==> src/rtl/sync_fifo_pkg.sv <==
// Shared types and helpers for the single-clock FIFO.
//   sync_fifo_status_t : registered status flag bundle
//   ptr_bits(depth)    : pointer/count width, address bits plus one wrap bit
package sync_fifo_pkg;

    typedef struct packed {
        logic full;
        logic empty;
        logic almost_full;
        logic almost_empty;
        logic overflow;
        logic underflow;
    } sync_fifo_status_t;

    function automatic int ptr_bits(input int depth);
        return $clog2(depth) + 1;
    endfunction

endpackage

==> src/rtl/sync_fifo_if.sv <==
// Push/pop handshake bundle for the single-clock FIFO.
//   write_fifo_push, write_data : producer push request and data
//   write_fifo_full             : FIFO full
//   read_fifo_pop               : consumer pop request
//   read_data, read_fifo_empty  : pop data and FIFO empty
// master = producer/consumer side, slave = FIFO side.
interface sync_fifo_if #(
    parameter int DATA_WIDTH = 32
);
    logic                  write_fifo_push;
    logic [DATA_WIDTH-1:0] write_data;
    logic                  write_fifo_full;
    logic                  read_fifo_pop;
    logic [DATA_WIDTH-1:0] read_data;
    logic                  read_fifo_empty;

    modport master (
        output write_fifo_push, write_data, read_fifo_pop,
        input  write_fifo_full, read_data, read_fifo_empty
    );

    modport slave (
        input  write_fifo_push, write_data, read_fifo_pop,
        output write_fifo_full, read_data, read_fifo_empty
    );
endinterface

==> src/rtl/sync_fifo_storage.sv <==
// Register-array storage for the FIFO: one clocked write port and one
// combinational read port. The array is intentionally not reset.
//   clk                    : clock
//   write_en, write_addr,
//   write_data             : write port
//   read_addr, read_data   : asynchronous read port
module sync_fifo_storage
    import sync_fifo_pkg::*;
#(
    parameter int DATA_WIDTH = 32,
    parameter int DEPTH      = 8,
    parameter int ADDR_WIDTH = 3
) (
    input  logic                  clk,
    input  logic                  write_en,
    input  logic [ADDR_WIDTH-1:0] write_addr,
    input  logic [DATA_WIDTH-1:0] write_data,
    input  logic [ADDR_WIDTH-1:0] read_addr,
    output logic [DATA_WIDTH-1:0] read_data
);
    logic [DATA_WIDTH-1:0] mem [DEPTH];

    always_ff @(posedge clk) begin
        if (write_en) begin
            mem[write_addr] <= write_data;
        end
    end

    assign read_data = mem[read_addr];
endmodule

==> src/rtl/sync_fifo_top.sv <==
// Single-clock parametrised FIFO with occupancy count, almost-full/empty
// thresholds, synchronous flush and sticky overflow/underflow flags.
//   clk, reset     : clock, synchronous active-high reset
//   fifo_flush     : synchronous flush (empties FIFO, keeps error flags)
//   fifo           : push/pop handshake (sync_fifo_if.slave)
//   fifo_count     : occupancy 0..FIFO_DEPTH
//   almost_full    : count >= ALMOST_FULL_THR
//   almost_empty   : count <= ALMOST_EMPTY_THR
//   fifo_overflow  : sticky, a push was rejected
//   fifo_underflow : sticky, a pop was rejected
// Build option: SYNC_FIFO_FWFT_EN selects first-word fall-through reads;
// otherwise read_data is registered on each accepted pop.
module sync_fifo_top
    import sync_fifo_pkg::*;
#(
    parameter int FIFO_DATA_WIDTH  = 32,
    parameter int FIFO_DEPTH       = 8,
    parameter int ALMOST_FULL_THR  = 6,
    parameter int ALMOST_EMPTY_THR = 2
) (
    input  logic                            clk,
    input  logic                            reset,
    input  logic                            fifo_flush,
    sync_fifo_if.slave                      fifo,
    output logic [ptr_bits(FIFO_DEPTH)-1:0] fifo_count,
    output logic                            almost_full,
    output logic                            almost_empty,
    output logic                            fifo_overflow,
    output logic                            fifo_underflow
);
    localparam int PW = ptr_bits(FIFO_DEPTH);
    localparam int AW = PW - 1;
    localparam logic [PW-1:0] AF_THR = PW'(ALMOST_FULL_THR);
    localparam logic [PW-1:0] AE_THR = PW'(ALMOST_EMPTY_THR);

    if ((FIFO_DEPTH < 2) || ((FIFO_DEPTH & (FIFO_DEPTH - 1)) != 0)) begin : g_bad_depth
        $error("sync_fifo_top: FIFO_DEPTH must be a power of 2 and >= 2");
    end
    if ((ALMOST_FULL_THR < 1) || (ALMOST_FULL_THR > FIFO_DEPTH)) begin : g_bad_af
        $error("sync_fifo_top: ALMOST_FULL_THR out of range 1..FIFO_DEPTH");
    end
    if ((ALMOST_EMPTY_THR < 0) || (ALMOST_EMPTY_THR > FIFO_DEPTH - 1)) begin : g_bad_ae
        $error("sync_fifo_top: ALMOST_EMPTY_THR out of range 0..FIFO_DEPTH-1");
    end

    logic [PW-1:0]              wr_ptr, rd_ptr, count;
    logic [PW-1:0]              wr_ptr_next, rd_ptr_next, count_next;
    sync_fifo_status_t          status, status_next;
    logic                       push_ok, pop_ok, write_en;
    logic [FIFO_DATA_WIDTH-1:0] head;

    always_comb begin
        pop_ok      = fifo.read_fifo_pop && !status.empty;
        // A pop accepted in the same cycle frees the slot the push needs.
        push_ok     = fifo.write_fifo_push && (!status.full || pop_ok);
        wr_ptr_next = wr_ptr;
        rd_ptr_next = rd_ptr;
        count_next  = count;
        if (fifo_flush) begin
            wr_ptr_next = '0;
            rd_ptr_next = '0;
            count_next  = '0;
        end else begin
            if (push_ok) wr_ptr_next = wr_ptr + PW'(1);
            if (pop_ok)  rd_ptr_next = rd_ptr + PW'(1);
            if (push_ok && !pop_ok)      count_next = count + PW'(1);
            else if (pop_ok && !push_ok) count_next = count - PW'(1);
        end

        status_next.full         = (wr_ptr_next[AW-1:0] == rd_ptr_next[AW-1:0]) &&
                                   (wr_ptr_next[AW] != rd_ptr_next[AW]);
        status_next.empty        = (wr_ptr_next == rd_ptr_next);
        status_next.almost_full  = (count_next >= AF_THR);
        status_next.almost_empty = (count_next <= AE_THR);
        // Flush overrides push/pop, so requests during a flush are not errors.
        status_next.overflow     = status.overflow ||
                                   (!fifo_flush && fifo.write_fifo_push && !push_ok);
        status_next.underflow    = status.underflow ||
                                   (!fifo_flush && fifo.read_fifo_pop && !pop_ok);
    end

    always_ff @(posedge clk) begin
        if (reset) begin
            wr_ptr <= '0;
            rd_ptr <= '0;
            count  <= '0;
            status <= '{full: 1'b0, empty: 1'b1, almost_full: 1'b0,
                        almost_empty: 1'b1, overflow: 1'b0, underflow: 1'b0};
        end else begin
            wr_ptr <= wr_ptr_next;
            rd_ptr <= rd_ptr_next;
            count  <= count_next;
            status <= status_next;
        end
    end

    assign write_en = push_ok && !fifo_flush && !reset;

    sync_fifo_storage #(
        .DATA_WIDTH (FIFO_DATA_WIDTH),
        .DEPTH      (FIFO_DEPTH),
        .ADDR_WIDTH (AW)
    ) u_storage (
        .clk        (clk),
        .write_en   (write_en),
        .write_addr (wr_ptr[AW-1:0]),
        .write_data (fifo.write_data),
        .read_addr  (rd_ptr[AW-1:0]),
        .read_data  (head)
    );

`ifdef SYNC_FIFO_FWFT_EN
    assign fifo.read_data = status.empty ? '0 : head;
`else
    logic [FIFO_DATA_WIDTH-1:0] read_data_q;

    always_ff @(posedge clk) begin
        if (reset) begin
            read_data_q <= '0;
        end else if (!fifo_flush && pop_ok) begin
            read_data_q <= head;
        end
    end

    assign fifo.read_data = read_data_q;
`endif

    assign fifo.write_fifo_full = status.full;
    assign fifo.read_fifo_empty = status.empty;
    assign fifo_count           = count;
    assign almost_full          = status.almost_full;
    assign almost_empty         = status.almost_empty;
    assign fifo_overflow        = status.overflow;
    assign fifo_underflow       = status.underflow;
endmodule

==> src/flat_wrapper.sv <==
// flat-port wrapper written by rule: the top's interface ports become plain ports
module sync_fifo_top_flat import sync_fifo_pkg::*;
#(
    parameter int FIFO_DATA_WIDTH  = 32,
    parameter int FIFO_DEPTH       = 8,
    parameter int ALMOST_FULL_THR  = 6,
    parameter int ALMOST_EMPTY_THR = 2
)
  (clk, reset, fifo_flush, fifo_count, almost_full, almost_empty, fifo_overflow, fifo_underflow, fifo_write_fifo_push, fifo_write_data, fifo_read_fifo_pop, fifo_write_fifo_full, fifo_read_data, fifo_read_fifo_empty);
  sync_fifo_if #(.DATA_WIDTH((32))) fifo_i ();
  input  logic clk;
  input  logic reset;
  input  logic fifo_flush;
  output logic [ptr_bits(FIFO_DEPTH)-1:0] fifo_count;
  output logic almost_full;
  output logic almost_empty;
  output logic fifo_overflow;
  output logic fifo_underflow;
  input wire logic [$bits(fifo_i.write_fifo_push)-1:0] fifo_write_fifo_push;
  input wire logic [$bits(fifo_i.write_data)-1:0] fifo_write_data;
  input wire logic [$bits(fifo_i.read_fifo_pop)-1:0] fifo_read_fifo_pop;
  output wire logic [$bits(fifo_i.write_fifo_full)-1:0] fifo_write_fifo_full;
  output wire logic [$bits(fifo_i.read_data)-1:0] fifo_read_data;
  output wire logic [$bits(fifo_i.read_fifo_empty)-1:0] fifo_read_fifo_empty;
  assign fifo_i.write_fifo_push = fifo_write_fifo_push;
  assign fifo_i.write_data = fifo_write_data;
  assign fifo_i.read_fifo_pop = fifo_read_fifo_pop;
  assign fifo_write_fifo_full = fifo_i.write_fifo_full;
  assign fifo_read_data = fifo_i.read_data;
  assign fifo_read_fifo_empty = fifo_i.read_fifo_empty;
  sync_fifo_top #(.FIFO_DATA_WIDTH(FIFO_DATA_WIDTH), .FIFO_DEPTH(FIFO_DEPTH), .ALMOST_FULL_THR(ALMOST_FULL_THR), .ALMOST_EMPTY_THR(ALMOST_EMPTY_THR)) u_core (.clk(clk), .reset(reset), .fifo_flush(fifo_flush), .fifo(fifo_i), .fifo_count(fifo_count), .almost_full(almost_full), .almost_empty(almost_empty), .fifo_overflow(fifo_overflow), .fifo_underflow(fifo_underflow));
endmodule
==> config.mk <==
export PLATFORM = sky130hd
export DESIGN_NAME = sync_fifo_top_flat
export DESIGN_NICKNAME = d
export VERILOG_FILES = /design/src/rtl/sync_fifo_pkg.sv /design/src/rtl/sync_fifo_if.sv /design/src/rtl/sync_fifo_storage.sv /design/src/rtl/sync_fifo_top.sv /design/src/flat_wrapper.sv
export SDC_FILE = /design/constraint.sdc
export NUM_CORES = 1
export LEC_CHECK = 0
export ABC_AREA = 1
export CORE_UTILIZATION = 50
export DETAILED_ROUTE_END_ITERATION = 8
export PLACE_DENSITY = 0.69
export RECOVER_POWER = 25
export SLEW_MARGIN = 20
export SYNTH_ARGS = -nofsm -noshare
export SYNTH_HDL_FRONTEND = slang
export SYNTH_SLANG_ARGS = --single-unit
==> constraint.sdc <==
create_clock -name clk -period 3 [get_ports clk]
set_input_delay 0.3 -clock clk [delete_from_list [all_inputs] [get_ports clk]]
set_output_delay 0.3 -clock clk [all_outputs]
set_load 0.02 [all_outputs]
==> results.md <==
- # rows: 56
- Drt drc: 0
- Drt first pass iters: 5
- CP max stage delay: 0.33 ns
- #FFs+latches synth: roughly 300
- Hold_sp: fifo_write_fifo_push
- Critical path class: reg -> reg
- Reg-to-Reg End: u_core.u_storage.mem[5][29]
- Final setup margin: 0.980 ns
- Synth area leaders: edfxtp_1 65%, dfxtp_1 8.4%, o21ai_0 6.9%
- Clock Sinks: a little over 300
- Slowest CP cell: nand2_1
- Crit-path cells: inv_2 > nand2_4 > a21oi_1 > nand2_1 > nor2_4 > buf_12
- VDD IR max: 0.459 mV
- Switching Share: roughly a fifth
- I/O pin cnt: 79
- Switch Pwr: 1.86 mW
- Actual slew at the worst max-slew pin: 0.959 ns
- Final cycle utilization of the critical path: 67.3%
- Worst reg-to-reg path cell count: 6
- Unrepaired setup endpoints after global routing: false
- Drt wl/cell: 19.1 um
- Share of layout cells above drive strength 1: 8.74%
- First-pass GRT wire length: 40300 um
- Final min period: 2.02 ns
- Yosys warnings: 0
- Reg power frac: between 50 and 60%
- Worst path arrival time: between 2 and 2.5 ns
- Final setup TNS: 0 ns
- DR vias/cell: ~5.7
- Start of the worst register-to-register path: u_core.fifo.read_fifo_empty
- Seq/Total Area, Yosys: 73.2%
- Slew headroom: 36.0%
- Slew Limit Fails: 0
- CP required: between 3 and 4 ns
- Core Region: between 0.02 and 0.025 sq mm
- Via count: 7697
- Synth Area per Inst: between 10 and 15 sq um
- Vias in the first global route: 7384
- CTS root buf: clkbuf_16
- Total power: 8.73 mW
- Area grow syn2layout: 18.1%
- Int Pwr: 6.87 mW
- Max-cap violations: 0
- Pwr dens: 623 mW/mm^2
- Synth Cell Area: about 0.012 sq mm
- Post-Synthesis Cells: ~950
- Starting Density: between 50% and 60%
- Antenna fix cells: 0
- Crit end category: register
- Clock power share: 41.4%
- HP Class: in -> reg
- CP Launch Type: register
- Cts repair resizes: 0
- GP Congestion: between 0.8 and 0.9
- Num CTS Buffers: 31
- Die Wd: 156 um
- Share of the synthesized area in the top cell type: 64.8%
- Worst-skew pair later-pin latency: between 0.5 and 0.6 ns
- Largest net degree at the start of global routing: between 80 and 90
- Nets: approximately 1100
- Syn_nets: 988
- CTS Buffer Depth: 3
- Final setup viols: 0
- Status: finished clean
- Setup Fix Bufs, Post-CTS: 0
- H-tree levels: 1
- Max FO, Critical Path: 27
- Reg2Reg Setup Slack: between 0.9 and 1 ns
- Input/output buffers: 78
- Comb pwr share: 5.1%
- Lkg Pwr: 4.66 nW
- Met2 global-route usage: 35.8%
- Fin. Hold Viols: 0
- Top cell type by total area after synthesis: edfxtp_1
- Cell family with most CP delay: simple AND/OR/NAND/NOR gates
- Yosys cell types: 31
- Clk slew on worst S/H paths: 0.06 ns
- Met3 usage: 2.83%
- CTS tree: yes
- Pre-CTS WS: between 0.5 and 0.6 ns
- Buf+Inv Stages, Crit Path: 2
- Global routing's busiest layer: met2
- WL final: 26000 um
- DRT iter0 DRCs: between 500 and 600
- Antenna violations before repair: 0
- M1 GR Usage: 29.2%
- Fin Clk Skew: around 0.0053 ns
- Hold Buf Count CTS: 0
- Post-DP HPWL: 14600 um
- Residual overflow from global routing: 0
- Antenna Nets Post-Route: 0
- DIE AREA: about 0.024 sq mm
- Hold path endpoint: u_core.fifo_overflow
- Maximum achievable frequency: 0.495 GHz
- Hold slack: around 0.45 ns
- Die Ht: 156 um
- Hold path depth: 3
- Gr usage total: 21.6%
[synthesized netlist by cell type (all sizes together)]
cell    count
or2         1
nor2      155
clkbuf     31
o21a        1
ha          4
edfxtp    256
inv        28
nand3      25
o22ai      32
a21oi      35
nand2      58
o21ai     196
nand4       2
buf        32
nor3        6
o221ai     32
o21bai      1
nand3b      1
dfxtp      50
xor2        1
[power by group through the flow]
stage | combinational, mW | sequential, mW | clock, mW
finish | 0.444 | 4.68 | 3.61
global placement | 0.441 | 4.77 | 0
CTS | 0.451 | 4.68 | 3.69
global route | 0.486 | 4.68 | 3.83
detailed placement | 0.448 | 4.77 | 0
floorplan | 0.201 | 4.80 | 0
[cells by family after synthesis]
| logic type | Yosys count | synth area share [%] |
|---|---|---|
| flops | 306 | 73.2 |
| fa+ha+maj | 4 | 0.422 |
| buf+inv | 91 | 3.92 |
| xor+xnor | 1 | 0.0738 |
| compound gates | 297 | 13.9 |
| simple gates | 248 | 8.44 |
[worst max-delay path by stage]
stage                     slack [ns]                          end                        start  cells past startpoint
final                           0.98  u_core.u_storage.mem[5][29]  u_core.fifo.read_fifo_empty                      6
after global routing            0.78  u_core.fifo.read_fifo_empty             u_core.rd_ptr[1]                     11
after CTS                       0.98  u_core.u_storage.mem[5][28]  u_core.fifo.read_fifo_empty                      6
after detailed placement        0.51  u_core.u_storage.mem[5][27]           fifo_read_fifo_pop                      6
after global placement          0.48  u_core.u_storage.mem[5][27]           fifo_read_fifo_pop                      6
after floorplan                 0.15   u_core.u_storage.mem[0][0]                   fifo_flush                      7
[worst reg2reg max path, delay by kind of cell (launching register included)]
kind,cells,cell delay (ns)
AND/OR/NAND/NOR,3,0.73
buffers and inverters,2,0.34
flip-flops,1,0.32
AO/OA/AOI/OAI,1,0.31
[final cells by class]
type	count	area, sq um
clock inverter	22	179
multi-input combinational	550	2780
sequential	306	8690
fill	1871	9390
clock buffer	33	783
tap	319	399
inverter	28	108
timing repair buffer	102	1070
[metrics by stage]
step | utilization (%) | cell area (sq um) | std cells
6_report | 59.9 | 14000 | 1360
5_1_grt | 59.9 | 14000 | 1360
4_1_cts | 59.9 | 14000 | 1360
3_5_place_dp | 55.8 | 13100 | 1305
3_3_place_gp | 55.8 | 13100 | 1305
2_1_floorplan | - | 11900 | 947
[registers in the layout (all words and copies together) (netlist names), 4 cells and up]
register               count
u_core.wr_ptr              4
u_core.u_storage.mem     256
u_core.fifo_count          4
u_core.fifo.read_data     32
u_core.rd_ptr              4
[per-layer routing]
layer / part of all wire (%) / wire length, um
met5: 0 / 0
met4: 2.6 / 675
met3: 5.4 / 1390
met2: 48 / 12400
met1: 44 / 11500
[layout by cell type, fill, tap and decap left out, drive strengths merged, types with 6 or more instances in the layout]
cell type	Yosys	routed
nand3	25	25
dfxtp	50	50
nor3	6	6
clkinvlp	0	7
buf	32	24
edfxtp	256	256
nand2	58	58
nor2	155	155
clkinv	0	12
a21oi	35	35
dlygate4sd3	0	21
o221ai	32	32
inv	28	29
o22ai	32	32
clkdlybuf4s50	0	57
clkbuf	31	33
o21ai	196	196
Power figures use the tool's default switching activity.
